### src/rtl/wb_gain_calc.sv
// White-balance gain calculator: derives a target level from channel means and
// divides it by each mean with one shared restoring divider, one channel at a time.
module wb_gain_calc #(
    parameter int DW     = 8,
    parameter int CH     = 3,
    parameter int FRAC   = 8,
    parameter int GW     = 16,
    parameter int REF_CH = 1
) (
    input  logic             clk,
    input  logic             rst,
    input  logic             start_i,
    input  logic             mode_i,
    input  logic [CH*DW-1:0] mean_i,
    output logic             ready_o,
    output logic             busy_o,
    output logic             valid_o,
    output logic [CH*GW-1:0] gain_o,
    output logic [CH-1:0]    zero_o,
    output logic [CH-1:0]    sat_o
);

    localparam int Q  = DW + FRAC;
    localparam int IW = (CH > 1) ? $clog2(CH) : 1;
    localparam int CW = $clog2(Q);
    localparam int SW = DW + $clog2(CH) + 1;
    localparam int QX = Q + GW;
    localparam logic [GW-1:0] ONE  = GW'(1) << FRAC;
    localparam logic [GW-1:0] GMAX = '1;

    typedef enum logic [2:0] {
        S_IDLE,
        S_TGT,
        S_DIV,
        S_STORE,
        S_DONE
    } state_t;

    state_t             state_q;
    logic               mode_q;
    logic [CH*DW-1:0]   mean_q;
    logic [DW-1:0]      tgt_q;
    logic [IW-1:0]      idx_q;
    logic [CW-1:0]      cnt_q;
    logic [DW-1:0]      rem_q;
    logic [Q-1:0]       dvd_q;
    logic [Q-1:0]       quo_q;
    logic [CH*GW-1:0]   gain_sh_q;
    logic [CH-1:0]      zero_sh_q;
    logic [CH-1:0]      sat_sh_q;
    logic [CH*GW-1:0]   gain_q;
    logic [CH-1:0]      zero_q;
    logic [CH-1:0]      sat_q;
    logic               valid_q;

    logic [SW-1:0]      sum_d;
    logic [DW-1:0]      tgt_d;
    logic [DW-1:0]      divisor;
    logic [DW:0]        trial;
    logic               ge;
    logic [DW-1:0]      rem_d;
    logic [GW+1:0]      res;
    logic [CH*GW-1:0]   gain_sh_d;
    logic [CH-1:0]      zero_sh_d;
    logic [CH-1:0]      sat_sh_d;

    // Result for one channel packed as {sat, zero, gain}; a zero mean wins over saturation.
    function automatic logic [GW+1:0] resolve(input logic [Q-1:0] quo, input logic [DW-1:0] dv);
        logic [QX-1:0] qx;
        qx = QX'(quo);
        if (dv == '0)
            return {1'b0, 1'b1, ONE};
        else if ((qx >> GW) != '0)
            return {1'b1, 1'b0, GMAX};
        else
            return {2'b00, qx[GW-1:0]};
    endfunction

    always_comb begin
        sum_d = '0;
        for (int k = 0; k < CH; k++)
            sum_d = sum_d + SW'(mean_q[k*DW +: DW]);
        if (mode_q)
            tgt_d = mean_q[REF_CH*DW +: DW];
        else
            tgt_d = DW'(sum_d / SW'(CH));
    end

    // Restoring divider step: shift in the next dividend bit, subtract when it fits.
    assign divisor = mean_q[idx_q*DW +: DW];
    assign trial   = {rem_q, dvd_q[Q-1]};
    assign ge      = (trial >= {1'b0, divisor});

    always_comb begin
        rem_d = trial[DW-1:0];
        if (ge)
            rem_d = DW'(trial - {1'b0, divisor});
    end

    always_comb begin
        res       = resolve(quo_q, divisor);
        gain_sh_d = gain_sh_q;
        zero_sh_d = zero_sh_q;
        sat_sh_d  = sat_sh_q;
        gain_sh_d[idx_q*GW +: GW] = res[GW-1:0];
        zero_sh_d[idx_q]          = res[GW];
        sat_sh_d[idx_q]           = res[GW+1];
    end

    always_ff @(posedge clk) begin
        if (state_q == S_IDLE && start_i) begin
            mode_q <= mode_i;
            mean_q <= mean_i;
        end
        if (state_q == S_TGT)
            tgt_q <= tgt_d;
        if (state_q == S_STORE) begin
            gain_sh_q <= gain_sh_d;
            zero_sh_q <= zero_sh_d;
            sat_sh_q  <= sat_sh_d;
        end
    end

    always_ff @(posedge clk) begin
        if (rst) begin
            state_q <= S_IDLE;
            idx_q   <= '0;
            cnt_q   <= '0;
            rem_q   <= '0;
            dvd_q   <= '0;
            quo_q   <= '0;
            valid_q <= 1'b0;
            gain_q  <= {CH{ONE}};
            zero_q  <= '0;
            sat_q   <= '0;
        end else begin
            valid_q <= 1'b0;
            case (state_q)
                S_IDLE: begin
                    if (start_i)
                        state_q <= S_TGT;
                end
                S_TGT: begin
                    idx_q   <= '0;
                    cnt_q   <= '0;
                    rem_q   <= '0;
                    quo_q   <= '0;
                    dvd_q   <= {tgt_d, {FRAC{1'b0}}};
                    state_q <= S_DIV;
                end
                S_DIV: begin
                    rem_q <= rem_d;
                    quo_q <= {quo_q[Q-2:0], ge};
                    dvd_q <= dvd_q << 1;
                    cnt_q <= cnt_q + 1'b1;
                    if (cnt_q == CW'(Q - 1))
                        state_q <= S_STORE;
                end
                S_STORE: begin
                    if (idx_q == IW'(CH - 1)) begin
                        // Last channel: publish the whole set, including the slot written this cycle.
                        gain_q  <= gain_sh_d;
                        zero_q  <= zero_sh_d;
                        sat_q   <= sat_sh_d;
                        valid_q <= 1'b1;
                        state_q <= S_DONE;
                    end else begin
                        idx_q   <= idx_q + 1'b1;
                        cnt_q   <= '0;
                        rem_q   <= '0;
                        quo_q   <= '0;
                        dvd_q   <= {tgt_q, {FRAC{1'b0}}};
                        state_q <= S_DIV;
                    end
                end
                S_DONE: begin
                    state_q <= S_IDLE;
                end
                default: begin
                    state_q <= S_IDLE;
                end
            endcase
        end
    end

    assign ready_o = (state_q == S_IDLE);
    assign busy_o  = ~ready_o;
    assign valid_o = valid_q;
    assign gain_o  = gain_q;
    assign zero_o  = zero_q;
    assign sat_o   = sat_q;

endmodule

### config.mk
export PLATFORM = sky130hd
export DESIGN_NAME = wb_gain_calc
export DESIGN_NICKNAME = d
export VERILOG_FILES = /design/src/rtl/wb_gain_calc.sv
export SDC_FILE = /design/constraint.sdc
export NUM_CORES = 1
export LEC_CHECK = 0
export CORE_UTILIZATION = 54
export CTS_CLUSTER_SIZE = 16
export DETAILED_ROUTE_END_ITERATION = 12
export PLACE_DENSITY = 0.76
export SLEW_MARGIN = 5
export SYNTH_ARGS = -nofsm -noshare
export SYNTH_HDL_FRONTEND = slang
export SYNTH_SLANG_ARGS = --single-unit
### constraint.sdc
create_clock -name clk -period 6.5 [get_ports clk]
set_clock_uncertainty 0.15 [all_clocks]
set_input_delay 1.3 -clock clk [delete_from_list [all_inputs] [get_ports clk]]
set_output_delay 1.3 -clock clk [all_outputs]
set_load 0.05 [all_outputs]
==> impl_metrics.toml <==
[status]
status = "complete, no violations"

[placed_design]
portBuffers = 84
place_congestion = 0.884
dp_hpwl_um = 14300
placedCellCount = 1230

[synthesis]
yosys_warnings = 0
ys_ff_latch = 181
synth_top_cell_by_area = "edfxtp_1"
synth_commonest_cells = "150 x nor2_1, 112 x nand2_1, 96 x dfxtp_1, 85 x edfxtp_1, 76 x inv_1"
syn-cell-area_um2 = 8970
synth_nets = 1037
synth_cells = 976
async_flop_share_pct = 0
ys.flop_type = "dfxtp_1"
synth.area.top_cells = "edfxtp_1 28%, dfxtp_1 21%, nor2_1 6.3%"
synth_most_common_cell = "nor2_1"
synth-edff-count = 85
synth_cell_type_count = 80
synth-seq-area-share_pct = 49.9
avgSynthCellArea_um2 = 9.19
yosysTopAreaCellShare_pct = 28.5

[critical_path]
worstSetupPathType = "register to register"
slowest_delay_ps = 460
crit_arrival_ps = 5780
worst_setup_path_start_kind = "register"
cp_common_cell = "inv_1"
cp.required_ps = 6530
slowest_stage = "a221oi_1"
crit_path_end_kind = "register"
path_cells = "inv_1, fa_1, inv_1, ha_1, inv_1, fa_1, and2b_1, o21a_1, o21ai_1, o221a_2, o311ai_4, nand3_2, nand2_1, o21ai_0, a221oi_1, inv_1, ha_1, o21bai_1, a2111o_1, a31o_1"
path_max_fanout = 8

[power]
power_density_nw_per_um2 = 309
vdd_drop_max_mv = 0.204
leakage_nw = 3.96
finalPower_mw = 3.25

[clock_tree]
cts_made_buffers = 17
cts.repair.resized = 0
htree_num_levels = 4
cts_tree = "built"
cts.sinks = 181
hold_buffers = 0
cts.root.buffer_cell = "clkbuf_16"
clk_path_buf_depth = 2
cts_setup_buffers = 0
clock_latency_ps = 430
clk_pin_slew_ps = 70

[floorplan]
core_area_um2 = 16100
io_pins = 85
die_y_um = 131
die_area_um2 = 17100
die_w_um = 131
initial_core_util_pct = 55.9
num_rows = 46

[detailed_routing]
wl_um = 21200
drc_errors = 0
num_vias = 7281
drt.antenna.violating_nets = 0
drt-initial-drc-count = 506
drt-wirelength-per-cell_um = 16.8
vias_per_cell = 5.77
dr.pass1.iters = 8

[timing]
worstMarginPinSlew_ps = 1140
fin_crit_sh_pct = 88.5
hold_viol = 0
setup_viol = 0
max_slew_margin_pct = 24.0
fmax_mhz = 174
rsz0062_at_grt = "false"
min_period_ps = 5750
tns_ps = 0
maxSlewViolCount = 0

[global_routing]
grt_pass1_wl_um = 34000
overflow = 0
grt_start_max_net_pins = 59
first_global_vias = 6627
antenna_found_initial = 0
grt_usage_pct = 25.9

[layout]
insertedDiodeCount = 0
nets = 1094
areaGrowthSynthToFinish_pct = 17.2
instances_no_fill = 1261
drive_gt1_share_pct = 6.32

[run]
max-cap-violations = 0

[hold_path]
hp-class = "register to register"
through the flow:
step / setup WS [ps] / cell area [um2] / hold WS (ps) / util (%)
floorplan: 1350 / 8970 / 286 / -
global placement: 960 / 9930 / 297 / 61.8
detailed placement: 843 / 9930 / 304 / 61.8
CTS: 829 / 10500 / 313 / 65.5
global route: 447 / 10500 / 332 / 65.5
finish: 746 / 10500 / 307 / 65.5
path summary, 6_finish.rpt:
check	start	endpoint	slack, ps	cells after the start
max	mean_q[9]$_DFFE_PP_	tgt_q[0]$_DFFE_PP_	750	20
min	zero_o[1]$_SDFFE_PP0P_	zero_o[1]$_SDFFE_PP0P_	310	2
max reg2reg	mean_q[9]$_DFFE_PP_	tgt_q[0]$_DFFE_PP_	750	20
min reg2reg	zero_o[1]$_SDFFE_PP0P_	zero_o[1]$_SDFFE_PP0P_	310	2
where the power goes:
part	internal (mW)	switching [mW]
Clock	0.590	0.435
Combinational	0.362	0.610
Sequential	1.23	0.0212
Total	2.18	1.07
state kept, by name (all words and copies together) (netlist names), 4 cells and up:
name and count:
dvd_q 8, mean_q 24, quo_q 16, rem_q 8
cnt_q 4, tgt_q 8, gain_o 48, gain_sh_q 48
cells in the final DEF (no fill, tap or decap), types with 14 or more instances in the layout:
cell type	count
dfxtp_1	96
nor2_1	150
inv_1	76
nor3_1	47
a21oi_1	48
a22oi_1	21
nand2_1	111
ha_1	23
clkdlybuf4s50_1	83
a21o_1	14
o21ai_0	65
clkbuf_16	17
edfxtp_1	85
metal layers:
layer / vias to the layer above / GRT usage (%) / routed length (um)
met5: - / 0 / 0
met4: 0 / 7.37 / 291
met3: 28 / 4.76 / 1220
met2: 271 / 42.3 / 10200
met1: 3452 / 35.2 / 9490
li1: 3530 / - / -
kinds of logic (layout without fill, tap and decap cells):
| kind of cell | Yosys count | count (layout) | share of synthesized area [%] |
|---|---|---|---|
| DFF | 181 | 181 | 49.9 |
| adders and majority gates | 34 | 34 | 5.55 |
| and+or+nand+nor | 372 | 372 | 18.4 |
| buffers and inverters | 130 | 199 | 5.73 |
| muxes | 16 | 16 | 1.84 |
| xor gates and xnor gates | 14 | 14 | 1.37 |
| AOI/OAI and AO/OA | 229 | 229 | 17.3 |
layout make-up:
cell class / count / area [um2]
Clock inverter: 10 / 125
Tap cell: 216 / 270
Multi-Input combinational cell: 665 / 4000
Clock buffer: 21 / 460
Fill cell: 1297 / 5550
Timing Repair Buffer: 92 / 896
Inverter: 76 / 285
Sequential cell: 181 / 4470
worst max-delay path, delay by kind of cell (launching register included):
family,cells,cell delay (ps)
AOI/OAI and AO/OA,9,2580
adders and majority gates,4,1330
buffers and inverters,4,330
DFF,1,410
and+or+nand+nor,3,730
Note: power is estimated with default switching activity, not from simulation.
